`src/rtl/venta_pkg.sv`:
```
// venta_pkg: shared types and constants for the vending controller.
//   venta_state_e : controller state, encoding matches the estado_actual output.
//   SEG_HEX       : active-high 7-segment patterns for hex digits 0..F,
//                   bit 0 = segment a ... bit 6 = segment g.
package venta_pkg;

    typedef enum logic [1:0] {
        StIdle     = 2'd0,
        StCredit   = 2'd1,
        StDispense = 2'd2,
        StRefund   = 2'd3
    } venta_state_e;

    // Index 0 sits in the least significant slot.
    localparam logic [15:0][6:0] SEG_HEX = {
        7'h71, 7'h79, 7'h5E, 7'h39, 7'h7C, 7'h77, 7'h6F, 7'h7F,
        7'h07, 7'h7D, 7'h6D, 7'h66, 7'h4F, 7'h5B, 7'h06, 7'h3F
    };

endpackage

```
`src/rtl/display_7seg_hex.sv`:
```
// display_7seg_hex: combinational hex digit to 7-segment decoder.
//   i_hex [3:0] : digit to display
//   o_seg [6:0] : active-high segments, o_seg[0] = a ... o_seg[6] = g
module display_7seg_hex
    import venta_pkg::*;
(
    input  logic [3:0] i_hex,
    output logic [6:0] o_seg
);

    assign o_seg = SEG_HEX[i_hex];

endmodule

```
`src/rtl/control_venta.sv`:
```
// control_venta: sequential vending controller.
//   clk, rst_n          : clock (rising edge), asynchronous active-low reset
//   coin_in/coin_value  : async coin strobe and its value
//   sel                 : product select, price = PRICE_BASE + sel * PRICE_STEP
//   buy, cancel         : async purchase / refund requests
//   credit, hay_credito : saturating credit and its nonzero flag
//   estado_actual       : IDLE=0, CREDIT=1, DISPENSE=2, REFUND=3
//   dispense            : high for DISP_CYCLES cycles per sale
//   no_funds, refund_valid, coin_reject : one-cycle pulses
//   refund_amount       : last refunded credit, held
//   overflow            : sticky coin saturation flag, cleared by refund
//   seg                 : active-high 7-segment hex view of credit[3:0]
// Build option: define CONTROL_VENTA_DEBOUNCE_EN to add a DEB_CYCLES
// stability filter on each async input after synchronisation.
module control_venta
    import venta_pkg::*;
#(
    parameter int unsigned CRED_W      = 6,
    parameter int unsigned VAL_W       = 3,
    parameter int unsigned SEL_W       = 2,
    parameter int unsigned PRICE_BASE  = 3,
    parameter int unsigned PRICE_STEP  = 2,
    parameter int unsigned DISP_CYCLES = 4,
    parameter int unsigned DEB_CYCLES  = 4
) (
    input  logic              clk,
    input  logic              rst_n,
    input  logic              coin_in,
    input  logic [VAL_W-1:0]  coin_value,
    input  logic [SEL_W-1:0]  sel,
    input  logic              buy,
    input  logic              cancel,
    output logic [CRED_W-1:0] credit,
    output logic              hay_credito,
    output logic [1:0]        estado_actual,
    output logic              dispense,
    output logic              no_funds,
    output logic              refund_valid,
    output logic [CRED_W-1:0] refund_amount,
    output logic              coin_reject,
    output logic              overflow,
    output logic [6:0]        seg
);

    localparam int unsigned SUM_W  = CRED_W + 1;
    localparam int unsigned DISP_W = $clog2(DISP_CYCLES + 1);
    localparam logic [SUM_W-1:0] CRED_MAX = SUM_W'((1 << CRED_W) - 1);

    // Input conditioning: bit 0 = coin, 1 = buy, 2 = cancel.
    logic [2:0] w_raw;
    logic [2:0] w_ev;
    assign w_raw = {cancel, buy, coin_in};

    for (genvar gi = 0; gi < 3; gi++) begin : g_in
        logic r_s1, r_s2, r_prev;
`ifdef CONTROL_VENTA_DEBOUNCE_EN
        localparam int unsigned DEB_CNT_W = $clog2(DEB_CYCLES + 1);
        logic [DEB_CNT_W-1:0] r_cnt;
        logic                 r_lvl;
        always_ff @(posedge clk or negedge rst_n) begin
            if (!rst_n) begin
                r_s1   <= 1'b0;
                r_s2   <= 1'b0;
                r_lvl  <= 1'b0;
                r_cnt  <= '0;
                r_prev <= 1'b0;
            end else begin
                r_s1   <= w_raw[gi];
                r_s2   <= r_s1;
                r_prev <= r_lvl;
                // Adopt the new level only after DEB_CYCLES consecutive disagreeing samples.
                if (r_s2 == r_lvl) begin
                    r_cnt <= '0;
                end else if (r_cnt == DEB_CNT_W'(DEB_CYCLES - 1)) begin
                    r_lvl <= r_s2;
                    r_cnt <= '0;
                end else begin
                    r_cnt <= r_cnt + 1'b1;
                end
            end
        end
        assign w_ev[gi] = r_lvl & ~r_prev;
`else
        always_ff @(posedge clk or negedge rst_n) begin
            if (!rst_n) begin
                r_s1   <= 1'b0;
                r_s2   <= 1'b0;
                r_prev <= 1'b0;
            end else begin
                r_s1   <= w_raw[gi];
                r_s2   <= r_s1;
                r_prev <= r_s2;
            end
        end
        assign w_ev[gi] = r_s2 & ~r_prev;
`endif
    end

    venta_state_e      r_state;
    logic [CRED_W-1:0] r_credit;
    logic [DISP_W-1:0] r_disp_cnt;
    logic              r_dispense, r_no_funds, r_refund_valid, r_coin_reject, r_overflow;
    logic [CRED_W-1:0] r_refund_amount;

    logic              w_coin_ev, w_buy_ev, w_cancel_ev;
    logic              w_coin_ok, w_buy_ok, w_sat;
    logic [SUM_W-1:0]  w_price, w_base, w_sum;
    logic [CRED_W-1:0] w_credit_nx;

    assign w_coin_ev   = w_ev[0];
    assign w_buy_ev    = w_ev[1];
    assign w_cancel_ev = w_ev[2];

    // Price check uses pre-coin credit; a same-cycle coin is added after the debit.
    always_comb begin
        w_price   = SUM_W'(PRICE_BASE) + SUM_W'(sel) * SUM_W'(PRICE_STEP);
        w_coin_ok = w_coin_ev && (r_state != StRefund);
        w_buy_ok  = w_buy_ev && !w_cancel_ev && (r_state == StCredit)
                    && ({1'b0, r_credit} >= w_price);
        w_base    = w_buy_ok ? ({1'b0, r_credit} - w_price) : {1'b0, r_credit};
        w_sum     = w_base + (w_coin_ok ? SUM_W'(coin_value) : '0);
        w_sat     = w_sum > CRED_MAX;
        w_credit_nx = w_sat ? CRED_MAX[CRED_W-1:0] : w_sum[CRED_W-1:0];
    end

    always_ff @(posedge clk or negedge rst_n) begin
        if (!rst_n) begin
            r_state         <= StIdle;
            r_credit        <= '0;
            r_disp_cnt      <= '0;
            r_dispense      <= 1'b0;
            r_no_funds      <= 1'b0;
            r_refund_valid  <= 1'b0;
            r_refund_amount <= '0;
            r_coin_reject   <= 1'b0;
            r_overflow      <= 1'b0;
        end else begin
            r_no_funds     <= 1'b0;
            r_refund_valid <= 1'b0;
            r_coin_reject  <= w_coin_ev && (r_state == StRefund);
            if (w_coin_ok && w_sat) begin
                r_overflow <= 1'b1;
            end
            unique case (r_state)
                StIdle: begin
                    r_credit <= w_credit_nx;
                    if (w_buy_ev) begin
                        r_no_funds <= 1'b1;
                    end
                    if (w_credit_nx != '0) begin
                        r_state <= StCredit;
                    end
                end
                StCredit: begin
                    r_credit <= w_credit_nx;
                    if (w_cancel_ev) begin
                        r_state         <= StRefund;
                        r_refund_valid  <= 1'b1;
                        r_refund_amount <= w_credit_nx;
                    end else if (w_buy_ok) begin
                        r_state    <= StDispense;
                        r_dispense <= 1'b1;
                        r_disp_cnt <= DISP_W'(DISP_CYCLES - 1);
                    end else if (w_buy_ev) begin
                        r_no_funds <= 1'b1;
                    end
                end
                StDispense: begin
                    r_credit <= w_credit_nx;
                    if (r_disp_cnt == '0) begin
                        r_dispense <= 1'b0;
                        r_state    <= (w_credit_nx != '0) ? StCredit : StIdle;
                    end else begin
                        r_disp_cnt <= r_disp_cnt - 1'b1;
                    end
                end
                StRefund: begin
                    r_credit   <= '0;
                    r_overflow <= 1'b0;
                    r_state    <= StIdle;
                end
                default: r_state <= StIdle;
            endcase
        end
    end

    assign credit        = r_credit;
    assign hay_credito   = (r_credit != '0);
    assign estado_actual = r_state;
    assign dispense      = r_dispense;
    assign no_funds      = r_no_funds;
    assign refund_valid  = r_refund_valid;
    assign refund_amount = r_refund_amount;
    assign coin_reject   = r_coin_reject;
    assign overflow      = r_overflow;

    display_7seg_hex u_display (
        .i_hex (r_credit[3:0]),
        .o_seg (seg)
    );

endmodule

```
`config.mk`:
```
export PLATFORM = sky130hd
export DESIGN_NAME = control_venta
export DESIGN_NICKNAME = d
export VERILOG_FILES = /design/src/rtl/venta_pkg.sv /design/src/rtl/display_7seg_hex.sv /design/src/rtl/control_venta.sv
export SDC_FILE = /design/constraint.sdc
export NUM_CORES = 1
export LEC_CHECK = 0
export BUFFER_PORTS_ARGS = -buffer_cell sky130_fd_sc_hd__clkbuf_2
export CORE_UTILIZATION = 40
export DETAILED_ROUTE_END_ITERATION = 8
export PLACE_DENSITY = 0.65
export SYNTH_ARGS = -nofsm -noshare
export SYNTH_HDL_FRONTEND = slang
export SYNTH_SLANG_ARGS = --single-unit
```
`constraint.sdc`:
```
create_clock -name clk -period 3.6 [get_ports clk]
set_clock_uncertainty 0.1 [all_clocks]
set_input_delay 0.72 -clock clk [delete_from_list [all_inputs] [get_ports clk]]
set_output_delay 0.72 -clock clk [all_outputs]
set_load 0.02 [all_outputs]
```
==> impl_metrics.py <==
metrics = {
    "status": {
        "status": "finished with violations",
        "failed_checks": "setup timing",
    },
    "power": {
        "total_power_mw": 2.525,
        "peakVddDrop_mv": 0.5827,
        "leakage_nw": 1.311,
        "power_density_nw_per_um2": 923.6,
    },
    "cells_and_area": {
        "final_common_cell": "clkbuf_2",
        "drive_gt1_share_pct": 36.33,
        "area_growth_pct": 33.80,
        "utilization_pct": 56.75,
        "layout_common_cells": "34 x clkbuf_2, 31 x dfrtp_1, 31 x buf_4",
        "antennaDiodeCount": 0,
        "final_cells": 345,
        "nets": 306,
    },
    "global_route": {
        "gr-total-overflow": 0,
        "antenna_found_initial": 0,
        "grt_pass1_wl_um": 7817,
        "gr-usage-all-layers_pct": 19.08,
        "grt_max_degree": 32,
        "grt_pass1_vias": 1631,
    },
    "clock_tree": {
        "cts_tree": "yes",
        "root_buffer": "clkbuf_8",
        "clock-sinks": 31,
        "numCtsBuffers": 5,
        "clkTransAtPathRegs_ps": 60,
        "hold_buffers": 0,
        "cts_htree_levels": 2,
        "cts.path.max_buffers": 2,
        "worstSkewPairLatency_ps": 280,
    },
    "yosys": {
        "ys_seq_area_share_pct": 37.97,
        "netlist.area_leader.share_pct": 37.97,
        "synth_xor_area_share_pct": 3.001,
        "synth_mux_area_share_pct": 2.082,
        "synthTopCellsByArea": "dfrtp_1 38%, ha_1 10%, nor2_1 5.3%",
        "syn_area_um2": 2043,
        "avgSynthCellArea_um2": 9.683,
        "synth-edff-count": 0,
        "async_flop_share_pct": 100.0,
        "synth_top_family_by_area": "compound AO/OA/AOI/OAI gates",
        "ys_types": 54,
        "yosys.area.top_type": "dfrtp_1",
        "syn_nets": 240,
        "yosys.area_share.simple_pct": 18.13,
        "synth_ff_type": "dfrtp_1",
        "synthCells": 211,
        "synth_compound_area_share_pct": 21.98,
        "yosysWarnings": 0,
        "synth-seq-cells": 31,
        "synthAdderAreaFrac_pct": 12.37,
    },
    "worst_setup_path": {
        "r2r_cells": 15,
        "crit_fanout": 4,
        "end_kind": "flip-flop",
        "worst-path-buf-inv": 3,
        "worstSetupStartpoint": "sel[0]",
        "crit_arrival_ps": 3700,
        "startpoint_type": "input port",
        "r2r_slack_ps": 190,
        "critPathSlowestCell": "fa_2",
        "reg2reg_to": "refund_amount[4]",
        "cp.depth": 17,
        "cp_slowest_stage_delay_ps": 360,
        "criticalPathCategory": "in -> reg",
        "worstPathRequired_ps": 3690,
        "r2r_start": "credit[1]",
        "cp_common_cell": "ha_4",
        "cp-endpoint": "refund_amount[4]",
        "path_delay_family": "compound AO/OA/AOI/OAI gates",
        "path_cells": "buf_8 > ha_4 > inv_2 > ha_4 > a211o_1 > a211oi_2 > nor2_2 > xnor2_1 > ha_2 > fa_2 > a21o_1 > o21a_1 > a21oi_2 > buf_4 > o21ai_1 > o31a_1 > a21oi_1",
    },
    "place": {
        "dp_cells": 334,
        "dpl.hpwl_um": 3679,
        "place_congestion": 0.8835,
        "place.port_buffers": 36,
    },
    "timing": {
        "final_max_slew_viol_count": 0,
        "tightest_slew_ps": 779.8,
        "setup_viol": 1,
        "slew_headroom_pct": 48.01,
        "fin_crit_ps": 3606,
        "rsz0062_at_grt": "true",
        "max_clock_freq_mhz": 277.3,
        "setup_ws_ps": -6.289,
        "finalSetupTns_ps": -6.289,
        "fin_crit_sh_pct": 100.2,
        "hold_viol": 0,
    },
    "detailed_routing": {
        "first_iter_violations": 72,
        "finalWirelength_um": 4715,
        "vias": 1731,
        "wl_per_cell_um": 13.67,
        "drtAntennaViolNets": 0,
        "drt-pass1-iter-count": 4,
        "drcViolationCount": 0,
        "via_per_inst": 5.017,
    },
    "floorplanning": {
        "core_area_um2": 4817,
        "rows": 25,
        "die_y_um": 73.47,
        "initial_utilization_pct": 42.42,
        "io_pins": 37,
        "dieWidth_um": 73.47,
        "design.die.area_um2": 5398,
    },
    "flow_run": {
        "max_cap_violations": 0,
    },
    "worst_hold_path": {
        "hold_path_class": "reg -> reg",
    },
}
[where the power goes]
group | internal [mW] | leakage (nW) | switching, mW
registers | 0.455 | 0.371 | 0.0823
clock network | 0.277 | 0.0654 | 0.123
logic | 0.681 | 0.874 | 0.907
total | 1.41 | 1.31 | 1.11
[synthesized netlist by cell type, types with 4 or more instances]
cell,count
xnor2_1,6
o21ai_0,8
clkbuf_1,5
and2_1,4
a21o_1,5
inv_1,12
nand3_1,4
a21oi_1,17
dfrtp_1,31
nor2_1,29
nand2_1,13
ha_1,17
[repair_timing]
item,CTS,global route
endpoints found under the setup margin,0,14
setup buffers,0,3
resized for setup,0,18
[cell families (layout without fill, tap and decap cells)]
group                    after synthesis  in the layout
AO/OA/AOI/OAI                         58             58
XOR/XNOR                               7              7
flip-flops                            31             31
multiplexers                           3              3
buffers and inverters                 20             87
AND/OR/NAND/NOR                       73             73
adder cells (fa/ha/maj)               19             19
[registers in the layout, indices dropped and copies added, names as in the netlist, 2 cells and up]
| name | count |
|---|---|
| refund_amount | 6 |
| estado_actual | 2 |
| g_in.r_s1 | 3 |
| g_in.r_s2 | 3 |
| credit | 6 |
| r_disp_cnt | 3 |
| g_in.r_prev | 3 |
[layout make-up]
| cell class | instances | area (um2) |
|---|---|---|
| Timing Repair Buffer | 67 | 429.2 |
| Clock buffer | 6 | 72.57 |
| Multi-Input combinational cell | 160 | 1267 |
| Inverter | 12 | 45.04 |
| Sequential cell | 31 | 775.7 |
| Fill cell | 451 | 2083 |
| Tap cell | 67 | 83.83 |
| Clock inverter | 2 | 60.06 |
[through the flow]
step	instance area, um2	setup slack (ps)	hold WS, ps
after floorplan	2068	-11.45	231.2
after global placement	2495	-189.4	232.6
after detailed placement	2495	-255.1	237.3
after CTS	2628	16.94	252.7
after global routing	2734	-185.0	265.2
final	2734	-6.289	249.5
[routing by layer]
metal  wire [um]  global-route usage, %  vias to the layer above
met5           0                      0                        -
met4          24                  3.846                        0
met3         247                  3.841                        2
met2        2192                  29.87                       50
met1        2250                  27.37                      803
li1            -                      -                      876
[worst min path at each step]
| stage | to | start | depth (start not counted) |
|---|---|---|---|
| after detailed placement | g_in[0].r_s2 | g_in[0].r_s1 | 0 |
| after global routing | g_in[0].r_s2 | g_in[0].r_s1 | 0 |
| after CTS | g_in[0].r_s2 | g_in[0].r_s1 | 0 |
| after global placement | g_in[0].r_s2 | g_in[0].r_s1 | 0 |
| after floorplan | g_in[0].r_s2 | g_in[0].r_s1 | 0 |
| final | g_in[0].r_s2 | g_in[0].r_s1 | 0 |
[worst reg2reg max path, delay by kind of cell (launching register included)]
| kind | cells | cell delay (ps) |
|---|---|---|
| AO/OA/AOI/OAI | 7 | 1140 |
| adder cells (fa/ha/maj) | 4 | 1070 |
| flip-flops | 1 | 400 |
| AND/OR/NAND/NOR | 2 | 320 |
| XOR/XNOR | 1 | 150 |
| buffers and inverters | 1 | 150 |
Power figures use the tool's default switching activity.
